$ cat src/rtl/hazard_ctrl_pkg.sv
// rtl/hazard_ctrl_pkg.sv - shared encodings and helpers for the hazard controller
//
// Purpose: operand-forwarding select codes, FSM state encoding and the
//          forwarding priority function shared by hazard_ctrl.
// Ports:   none (package).

package hazard_ctrl_pkg;

    // EX operand source select
    localparam logic [1:0] FWD_RF  = 2'b00;
    localparam logic [1:0] FWD_MEM = 2'b01;
    localparam logic [1:0] FWD_WB  = 2'b10;

    // Flush down-counter width; FLUSH_CYCLES is limited to 1..7
    localparam int FLUSH_CNT_W = 3;

    typedef enum logic [1:0] {
        ST_RUN      = 2'b00,
        ST_LU_STALL = 2'b01,
        ST_BR_FLUSH = 2'b10
    } hz_state_t;

    // MEM wins over WB because it holds the younger value; x0 is hardwired
    // to zero and must never be forwarded.
    function automatic logic [1:0] fwd_sel(
        input logic [4:0] rs,
        input logic [4:0] mem_rd,
        input logic       mem_we,
        input logic [4:0] wb_rd,
        input logic       wb_we
    );
        if (mem_we && (mem_rd != 5'd0) && (mem_rd == rs))
            return FWD_MEM;
        else if (wb_we && (wb_rd != 5'd0) && (wb_rd == rs))
            return FWD_WB;
        else
            return FWD_RF;
    endfunction

endpackage

$ cat src/rtl/hazard_ctrl_sat_counter.sv
// rtl/hazard_ctrl_sat_counter.sv - saturating event counter
//
// Purpose: counts single-cycle increment pulses, holding at all-ones.
// Ports:   i_clk   clock (state changes on the falling edge)
//          i_rst   asynchronous active-high reset
//          i_inc   increment request
//          i_clear synchronous clear
//          o_count current count

module sat_counter #(
    parameter int WIDTH = 16
) (
    input  logic             i_clk,
    input  logic             i_rst,
    input  logic             i_inc,
    input  logic             i_clear,
    output logic [WIDTH-1:0] o_count
);

    logic [WIDTH-1:0] r_count;

    always_ff @(negedge i_clk or posedge i_rst) begin
        if (i_rst)
            r_count <= '0;
        else if (i_clear)
            r_count <= '0;
        else if (i_inc && (r_count != {WIDTH{1'b1}}))
            r_count <= r_count + 1'b1;
    end

    assign o_count = r_count;

endmodule

$ cat src/rtl/hazard_ctrl.sv
// rtl/hazard_ctrl.sv - pipeline forwarding, load-use stall and branch flush control
//
// Purpose: selects EX operand forwarding sources, detects load-use hazards,
//          sequences branch flushes and keeps stall/flush statistics.
// Ports:   CLK, RST                    clock (falling-edge state), async reset
//          idRs1, idRs2                ID source registers
//          exRs1, exRs2                EX source registers
//          exRd, exMemRead, exRegWrite EX destination / load / writeback
//          memRd, memRegWrite          MEM destination / writeback
//          wbRd, wbRegWrite            WB destination / writeback
//          branchTaken                 branch resolved taken in EX
//          fwdA, fwdB                  EX operand forwarding selects
//          pcStall, ifIdStall          hold PC and IF/ID
//          idExBubble, ifIdFlush       bubble ID/EX, clear IF/ID
//          stallCount, flushCount      saturating statistics
//          hzState                     FSM state for debug

module hazard_ctrl
    import hazard_ctrl_pkg::*;
#(
    parameter int FLUSH_CYCLES = 1,
    parameter int CNT_W        = 16
) (
    input  logic             CLK,
    input  logic             RST,
    input  logic [4:0]       idRs1,
    input  logic [4:0]       idRs2,
    input  logic [4:0]       exRs1,
    input  logic [4:0]       exRs2,
    input  logic [4:0]       exRd,
    input  logic             exMemRead,
    input  logic             exRegWrite,
    input  logic [4:0]       memRd,
    input  logic             memRegWrite,
    input  logic [4:0]       wbRd,
    input  logic             wbRegWrite,
    input  logic             branchTaken,
    output logic [1:0]       fwdA,
    output logic [1:0]       fwdB,
    output logic             pcStall,
    output logic             ifIdStall,
    output logic             idExBubble,
    output logic             ifIdFlush,
    output logic [CNT_W-1:0] stallCount,
    output logic [CNT_W-1:0] flushCount,
    output logic [1:0]       hzState
);

    // Cycles spent in BR_FLUSH after the cycle the branch is taken
    localparam logic [FLUSH_CNT_W-1:0] FLUSH_RELOAD = FLUSH_CNT_W'(FLUSH_CYCLES - 1);

    hz_state_t              r_state;
    logic [FLUSH_CNT_W-1:0] r_flush_cnt;

    logic w_lu;
    logic w_take_branch;
    logic w_stall;
    logic w_flush;

    // exRegWrite is implied by exMemRead for a load; kept for interface completeness
    logic w_unused;
    assign w_unused = exRegWrite;

    assign fwdA = fwd_sel(exRs1, memRd, memRegWrite, wbRd, wbRegWrite);
    assign fwdB = fwd_sel(exRs2, memRd, memRegWrite, wbRd, wbRegWrite);

    assign w_lu = exMemRead && (exRd != 5'd0) && ((exRd == idRs1) || (exRd == idRs2));

    // A branch taken in RUN or LU_STALL flushes; while flushing the branch
    // input belongs to a squashed instruction and is ignored.
    assign w_take_branch = branchTaken && (r_state != ST_BR_FLUSH);

    // The branch wins over a load-use hazard: the dependent instruction is
    // being flushed anyway, so stalling for it would waste a cycle.
    assign w_stall = (r_state == ST_RUN) && !branchTaken && w_lu;
    assign w_flush = w_take_branch || (r_state == ST_BR_FLUSH);

    // Control outputs are Mealy so the hazard is handled in the cycle it is
    // seen; they are forced low while reset is held.
    assign pcStall    = w_stall && !RST;
    assign ifIdStall  = w_stall && !RST;
    assign idExBubble = (w_stall || w_flush) && !RST;
    assign ifIdFlush  = w_flush && !RST;
    assign hzState    = r_state;

    always_ff @(negedge CLK or posedge RST) begin
        if (RST) begin
            r_state     <= ST_RUN;
            r_flush_cnt <= '0;
        end else begin
            case (r_state)
                ST_RUN, ST_LU_STALL: begin
                    if (branchTaken) begin
                        if (FLUSH_CYCLES > 1) begin
                            r_state     <= ST_BR_FLUSH;
                            r_flush_cnt <= FLUSH_RELOAD;
                        end else begin
                            r_state <= ST_RUN;
                        end
                    end else if ((r_state == ST_RUN) && w_lu) begin
                        r_state <= ST_LU_STALL;
                    end else begin
                        r_state <= ST_RUN;
                    end
                end
                ST_BR_FLUSH: begin
                    if (r_flush_cnt <= FLUSH_CNT_W'(1)) begin
                        r_state     <= ST_RUN;
                        r_flush_cnt <= '0;
                    end else begin
                        r_flush_cnt <= r_flush_cnt - 1'b1;
                    end
                end
                default: begin
                    r_state     <= ST_RUN;
                    r_flush_cnt <= '0;
                end
            endcase
        end
    end

    sat_counter #(.WIDTH(CNT_W)) u_stall_cnt (
        .i_clk   (CLK),
        .i_rst   (RST),
        .i_inc   (w_stall),
        .i_clear (1'b0),
        .o_count (stallCount)
    );

    sat_counter #(.WIDTH(CNT_W)) u_flush_cnt (
        .i_clk   (CLK),
        .i_rst   (RST),
        .i_inc   (w_take_branch),
        .i_clear (1'b0),
        .o_count (flushCount)
    );

endmodule

$ cat config.mk
export PLATFORM = sky130hd
export DESIGN_NAME = hazard_ctrl
export DESIGN_NICKNAME = d
export VERILOG_FILES = /design/src/rtl/hazard_ctrl_pkg.sv /design/src/rtl/hazard_ctrl_sat_counter.sv /design/src/rtl/hazard_ctrl.sv
export SDC_FILE = /design/constraint.sdc
export NUM_CORES = 1
export LEC_CHECK = 0
export CORE_ASPECT_RATIO = 0.8
export CORE_MARGIN = 3
export CORE_UTILIZATION = 25
export CTS_CLUSTER_DIAMETER = 200
export DETAILED_ROUTE_END_ITERATION = 8
export SYNTH_ARGS = -nofsm -noshare
export SYNTH_HDL_FRONTEND = slang
export SYNTH_SLANG_ARGS = --single-unit
export TNS_END_PERCENT = 10
$ cat constraint.sdc
create_clock -name CLK -period 3.73 [get_ports CLK]
set_clock_uncertainty 0.15 [all_clocks]
set_input_delay 1.119 -clock CLK [delete_from_list [all_inputs] [get_ports CLK]]
set_output_delay 1.119 -clock CLK [all_outputs]
set_load 0.03 [all_outputs]
# --- Word-level counts from Yosys, hierarchy flattened ---
# Cells that the tools add are included.
word_totals:
  register_bits: 37
  input_bits: 42
  out_inout_bits: 42
  elab_cells: 57
classes:
  n_addsub: 3
  n_lt_le_gt_ge: 1
  eq_ne: 12
  muxes: 10
  reduce_logical: 27
op_table:
  columns: ["operator", "count"]
  rows:
  - ["$add 16x1->16 const B", 2]
  - ["$ne 16x16->1 const B", 2]
  - ["$eq 5x5->1", 6]
  - ["$logic_and 1x1->1", 17]
  - ["$reduce_bool 5->1", 3]
  - ["$mux 2", 5]
  - ["$pmux 3 s2", 1]
  - ["$pmux 2 s2", 1]
  - ["$le 3x1->1 const B", 1]
  - ["$logic_or 1x1->1", 3]
  - ["$mux 3", 1]
  - ["$sub 3x1->3 const B", 1]
  - ["$eq 2x1->1 const B", 1]
  - ["$eq 2x2->1 const B", 1]
  - ["$logic_not 1->1", 2]
  - ["$logic_not 2->1", 1]
  - ["$mux 1", 2]
  - ["$ne 2x1->1 const B", 1]
  - ["$ne 2x2->1 const B", 1]
  - ["$reduce_or 2->1", 1]

# --- Logic depth before layout (Yosys ltp) ---
# Gate-level depths: netlist of the first run.
depth:
  depth_word: 7
  depth_mapped: 7
  ltp_nobuf: 6

# --- Modules after synthesis ---
# From an unflattened synthesis of the first run, not the netlist that was laid out.
hier_totals:
  hier_cells: 264
  hier_area_um2: 2352.3
modules_own_cells:
  columns: ["module", "n_inst", "cells_each", "area_per_inst_um2", "seq_area_each_um2"]
  rows:
  - ["sat_counter", 2, 101, 932.1, 400.4]
  - ["hazard_ctrl", 1, 62, 488.0, 25.0]

==> out/qor.yml, run 1 <==
status:
  outcome: "finished with violations"
  violations: "negative setup slack"
global_routing:
  track_usage: 0.138
  grt_pass1_wl_um: 10400
  grt-ovfl-total: 0
  grt_start_max_net_pins: 34
  antenna_found_initial: 0
  grt_pass1_vias: 2029
floorplan:
  start_util: 0.260
  die_x_um: 108
  core_area_um2: 8020
  die_h_um: 87.7
  ios: 84
  rows: 29
  die_area_um2: 9480
placed_design:
  port-buffer-count: 81
  dp_hpwl_um: 5030
  dpl_cell_area_um2: 3420
  place_congestion: 0.799
cells_and_area:
  final_common_cell: "buf_4"
  drive_above_1_share: 0.444
  multi_input_area_um2: 1360
  areaGrowthSynthToFinish_pct: 85.6
  nFillCells: 732
  final_nets: 406
  final_cell_mix: "buf_4, buf_6, xnor2_1"
  regArea_um2: 826
  n_antenna_cell: 0
  finish.utilization: 0.482
  final_area_um2: 3870
timing:
  layout_setup_ws_ns: -0.841
  finalHoldViolCount: 0
  relSlewSlack: 0.536
  tightest_slew_ns: 0.694
  final-setup-viol-count: 70
  grt_setup_unrepaired: "true"
  slew_viol_final: 0
synthesis:
  synthArstFlopShare: 1.00
  syn_avg_cell_area_um2: 10.1
  synth_edf_count: 0
  ys_types: 34
  yosysWarnings: 0
  syn_inst: 206
  synth_nets: 250
  synth-seq-cells: 33
  syn_area_um2: 2080
  synthFlopType: "dfrtn_1"
  ys_seq_area_frac: 0.396
worst_setup_path:
  arrival_ns: 3.30
  startpoint_type: "register"
  worstSetupPathType: "register to primary output"
  timing.rr.start: "u_stall_cnt.o_count[1]$_DFFE_NP0P_"
  path_max_fanout: 2
  startpoint: "hzState[0]$_DFF_NP0_"
  endpoint_kind: "primary output"
  crit_required_ns: 2.46
clocking:
  htree_levels: 2
  clk_pin_slew_worst_paths_ns: 0.05
  clk_path_buf_depth: 2
  clock_sinks: 33
  cts.hold.buffers_added: 0
  cts_inserted_buffers: 5
  cts_tree: "yes"
  worstSkewPairLatency_ns: 0.30
  root_buffer: "clkbuf_8"
min_path:
  hold_path_startpoint: "u_stall_cnt.o_count[15]$_DFFE_NP0P_"
  hp-class: "register to register"
drt:
  dr_total_vias: 2053
  postRouteAntennaNets: 0
  routed_wl_um: 6460
  drtIter0Drc: 75
  dr.pass1.iters: 4
  avgViaCountPerCell: 4.36
  drc: 0
  wire_per_inst_um: 13.7
power:
  powerDensity_nw_per_um2: 360
  p_int_mw: 0.925
  swShare: 0.337
  ir_drop_mv: 0.224
  p_comb_frac: 0.423
  leakage_nw: 1.79
  seqPwrFrac: 0.320
  finalPower_mw: 1.39
  power.switching_mw: 0.470
  pwr-share-clk: 0.258
run:
  drv_cap: 0
==> through the flow <==
step | cells | hold WS [ns] | setup TNS [ns] | setup slack, ns
after floorplan | 206 | 0.425 | -16.60 | -0.786
after global placement | 457 | 0.309 | -35.27 | -1.30
after detailed placement | 457 | 0.315 | -35.92 | -1.30
after CTS | 469 | 0.357 | -26.23 | -0.860
after global routing | 471 | 0.356 | -28.34 | -0.886
final | 471 | 0.340 | -25.46 | -0.841
==> power groups by stage <==
stage | clock network [mW] | logic (mW) | registers, mW
final | 0.359 | 0.589 | 0.446
after detailed placement | 0 | 0.546 | 0.445
after global routing | 0.384 | 0.629 | 0.454
after floorplan | 0 | 0.141 | 0.568
after global placement | 0 | 0.538 | 0.444
after CTS | 0.366 | 0.585 | 0.448
==> area by class of cell <==
type                            instances  share of cell area
Clock buffer                            7              0.0223
Clock inverter                          1             0.00776
Inverter                                4             0.00388
Multi-Input combinational cell        165               0.352
Sequential cell                        33               0.213
Tap cell                              108              0.0349
Timing Repair Buffer                  153               0.366
==> what timing repair did <==
action | CTS | global route
gates resized for setup | 89 | 17
buffers inserted | 3 | 3
setup endpoints to repair | 73 | 72
cloned | 1 | 0
pin swaps | 16 | 15
==> final timing paths <==
path                                                       endpoint  slack, ns  cells after the start
worst max register to register  u_stall_cnt.o_count[14]$_DFFE_NP0P_       1.50                      7
worst min-delay path            u_stall_cnt.o_count[15]$_DFFE_NP0P_       0.34                      1
worst min register to register  u_stall_cnt.o_count[15]$_DFFE_NP0P_       0.34                      1
min in group asynchronous       u_flush_cnt.o_count[11]$_DFFE_NP0P_       2.79                      3
worst max-delay path                                     idExBubble      -0.84                      6
max in group asynchronous        u_stall_cnt.o_count[2]$_DFFE_NP0P_       0.41                      3
==> flip-flops by register name, summed over array words and instances, names as in the netlist <==
signal / count
u_flush_cnt.o_count: 16
hzState: 1
u_stall_cnt.o_count: 16
==> critical path, stage by stage, from the launching register on <==
cell	delay (ns)
dfrtn_1	0.36
nor2_2	0.14
o211ai_4	0.10
nand2b_4	0.16
buf_6	0.13
a21oi_4	0.12
buf_6	0.14
==> synth_stat cells, types with 2 or more instances <==
library cell,n,area share
a21oi_1,2,0.0048
and3_1,8,0.024
and4_1,2,0.0084
buf_4,3,0.011
dfrtn_1,33,0.40
ha_1,2,0.012
inv_1,4,0.0072
mux2_1,4,0.022
nand2_1,14,0.025
nand2b_1,2,0.0060
nand3_1,16,0.038
nand3_2,5,0.024
nand4_1,9,0.027
nand4_2,4,0.024
nor2_1,13,0.023
nor3_1,2,0.0048
nor4_1,6,0.018
o21ai_1,3,0.0072
or4_1,4,0.014
xnor2_1,37,0.16
xor2_1,20,0.084
==> routing by layer <==
metal	share of wire	GRT usage	vias up
li1	-	-	1042
met4	0.011	0.0413	0
met5	0	0	-
met3	0.035	0.0251	8
met1	0.48	0.199	963
met2	0.48	0.212	40
==> cell families (layout without fill, tap and decap cells) <==
family	count (synthesis)	in the layout	synth area share
other	1	1	0.00180
AOI/OAI and AO/OA	8	8	0.0324
muxes	4	4	0.0216
adders and majority gates	2	2	0.0120
buffers and inverters	8	165	0.0234
and+or+nand+nor	93	93	0.273
DFF	33	33	0.396
xor gates and xnor gates	57	57	0.239
(Power assumes the default switching activity.)
==> run 2, diff against run 1 <==
CORE_ASPECT_RATIO = 2   (was 0.8)
==> run 2 against run 1 <==
- the run still ends with negative setup slack left
- final cell count is 2.8% lower
- register-to-register slack lost 0.04 ns
- combinational power decreased by 2%
==> out/qor.yml, run 2 (synthesis gave the netlist of run 1 again) <==
timing:
  grt_setup_unrepaired: "true"
  final-setup-viol-count: 72  # +2.9%
  holdWs_ns: 0.396  # +0.0557 ns
  slew_viol_final: 0  # unchanged
  relSlewSlack: 0.623  # +0.0876
  finalHoldViolCount: 0  # unchanged
  tightest_slew_ns: 0.563  # -0.131 ns
  layout_setup_ws_ns: -0.802  # +0.0389 ns
floorplan:
  ios: 84  # unchanged
  core_area_um2: 8000  # -0.23%
  start_util: 0.261  # +0.000610
  rows: 46  # +59%
  die_h_um: 135  # +54%
  die_area_um2: 9540  # +0.63%
  die_x_um: 70.6  # -35%
global_routing:
  grt_start_max_net_pins: 18  # -47%
  antenna_found_initial: 0  # unchanged
  track_usage: 0.143  # +0.00489
  grt_pass1_vias: 2300  # +13%
  grt_pass1_wl_um: 10800  # +3.7%
  grt-ovfl-total: 0  # unchanged
power:
  swShare: 0.324  # -0.0130
  ir_drop_mv: 0.340  # +52%
  finalPower_mw: 1.51  # +8.4%
  seqPwrFrac: 0.300  # -0.020
  p_int_mw: 1.02  # +11%
  power.switching_mw: 0.490  # +4.2%
  powerDensity_nw_per_um2: 391  # +8.3%
  p_comb_frac: 0.383  # -0.040
  pwr-share-clk: 0.318  # +0.060
  leakage_nw: 1.82  # +1.3%
worst_setup_path:
  startpoint_type: "register"
  path_max_fanout: 2  # unchanged
  endpoint_kind: "primary output"
  arrival_ns: 3.26  # -0.04 ns
  worstSetupPathType: "register to primary output"
  crit_required_ns: 2.46  # about the same
placed_design:
  port-buffer-count: 81  # unchanged
  dpl_cell_area_um2: 3410  # -0.29%
  place_congestion: 0.865  # +8.2%
  dp_hpwl_um: 5330  # +5.9%
drt:
  wire_per_inst_um: 14.2  # +3.2%
  drc: 0  # unchanged
  routed_wl_um: 6480  # +0.31%
  postRouteAntennaNets: 0  # unchanged
  avgViaCountPerCell: 4.56  # +4.6%
  dr_total_vias: 2088  # +1.7%
  dr.pass1.iters: 4  # unchanged
  drtIter0Drc: 36  # -52%
clocking:
  htree_levels: 2  # unchanged
  clk_path_buf_depth: 2  # unchanged
  worstSkewPairLatency_ns: 0.30  # about the same
  cts_tree: "yes"
  clk_pin_slew_worst_paths_ns: 0.04  # about the same
  root_buffer: "clkbuf_16"
  clock_sinks: 33  # unchanged
  cts_inserted_buffers: 5  # unchanged
status:
  violations: "negative setup slack"
  outcome: "finished with violations"
run:
  drv_cap: 0  # unchanged
cells_and_area:
  final_common_cell: "buf_4"
  drive_above_1_share: 0.436  # -0.00706
  final_cell_mix: "buf_4, buf_6, xnor2_1"
  n_antenna_cell: 0  # unchanged
  areaGrowthSynthToFinish_pct: 85.7  # about the same
  final_nets: 405  # -0.25%
  final_area_um2: 3870  # about the same
min_path:
  hp-class: "register to register"
run 2: cell count changes in the layout (fill, tap and decap cells not counted), sizes merged:
| cell | previous run | this run |
|---|---|---|
| clkinv | 0 | 1 |
| clkinvlp | 0 | 1 |
| clkdlybuf4s15 | 1 | 0 |
| clkdlybuf4s50 | 23 | 21 |
| buf | 117 | 116 |
| dlymetal6s2s | 0 | 2 |
| dlygate4sd2 | 11 | 13 |
| clkbuf | 8 | 5 |
run 2: area by class of cell:
class,count,area [um2]
Clock buffer,5,125
Fill cell,760,4130
Tap cell,96,120
Multi-Input combinational cell,165,1330
Clock inverter,3,46.3
Sequential cell,33,826
Inverter,4,15.0
Timing Repair Buffer,152,1410
run 2: power groups by stage:
stage / clock network, mW / registers [mW] / logic, mW
6_report: 0.480 / 0.453 / 0.579
5_1_grt: 0.506 / 0.460 / 0.623
4_1_cts: 0.494 / 0.455 / 0.583
3_5_place_dp: 0 / 0.450 / 0.543
3_3_place_gp: 0 / 0.451 / 0.535
2_1_floorplan: 0 / 0.568 / 0.141
run 2: worst paths after layout:
path / from / end / slack, ns / cells past startpoint
setup / recovery: hzState[0]$_DFF_NP0_ / idExBubble / -0.80 / 6
hold / removal: u_flush_cnt.o_count[15]$_DFFE_NP0P_ / u_flush_cnt.o_count[15]$_DFFE_NP0P_ / 0.40 / 2
setup reg to reg: u_stall_cnt.o_count[0]$_DFFE_NP0P_ / u_stall_cnt.o_count[1]$_DFFE_NP0P_ / 1.46 / 7
hold reg to reg: u_flush_cnt.o_count[15]$_DFFE_NP0P_ / u_flush_cnt.o_count[15]$_DFFE_NP0P_ / 0.40 / 2
max in group asynchronous: RST / u_flush_cnt.o_count[6]$_DFFE_NP0P_ / 0.40 / 3
min in group asynchronous: RST / u_flush_cnt.o_count[14]$_DFFE_NP0P_ / 2.87 / 3
run 2: critical path, stage by stage, from the launching register on:
cell	delay, ns
dfrtn_1	0.35
nor2_2	0.12
o211ai_4	0.09
nand2b_4	0.15
buf_6	0.13
a21oi_4	0.11
buf_6	0.14
run 2: metal layers:
layer	global-route usage	up-vias	wire length, um
met2	0.283	72	3820
li1	-	1034	-
met4	0.0523	0	177
met1	0.142	969	2130
met5	0	-	0
met3	0.0312	13	353
run 2: per-stage QoR:
stage / TNS [ns] / util / std cells / setup slack, ns
final: -26.26 / 0.484 / 458 / -0.802
after global routing: -29.54 / 0.484 / 458 / -0.881
after CTS: -26.83 / 0.475 / 457 / -0.861
after detailed placement: -36.54 / 0.426 / 444 / -1.33
after global placement: -36.54 / 0.426 / 444 / -1.31
after floorplan: -16.60 / - / 206 / -0.786
run 2: timing repair:
| action | 4_1_cts | 5_1_grt |
|---|---|---|
| cloned | 0 | 0 |
| pin swaps | 21 | 7 |
| hold buffers | 0 | 0 |
| buffers inserted | 5 | 1 |
| resized for setup | 78 | 13 |
| endpoints found under the hold margin | 0 | 0 |
| endpoints found under the setup margin | 73 | 72 |
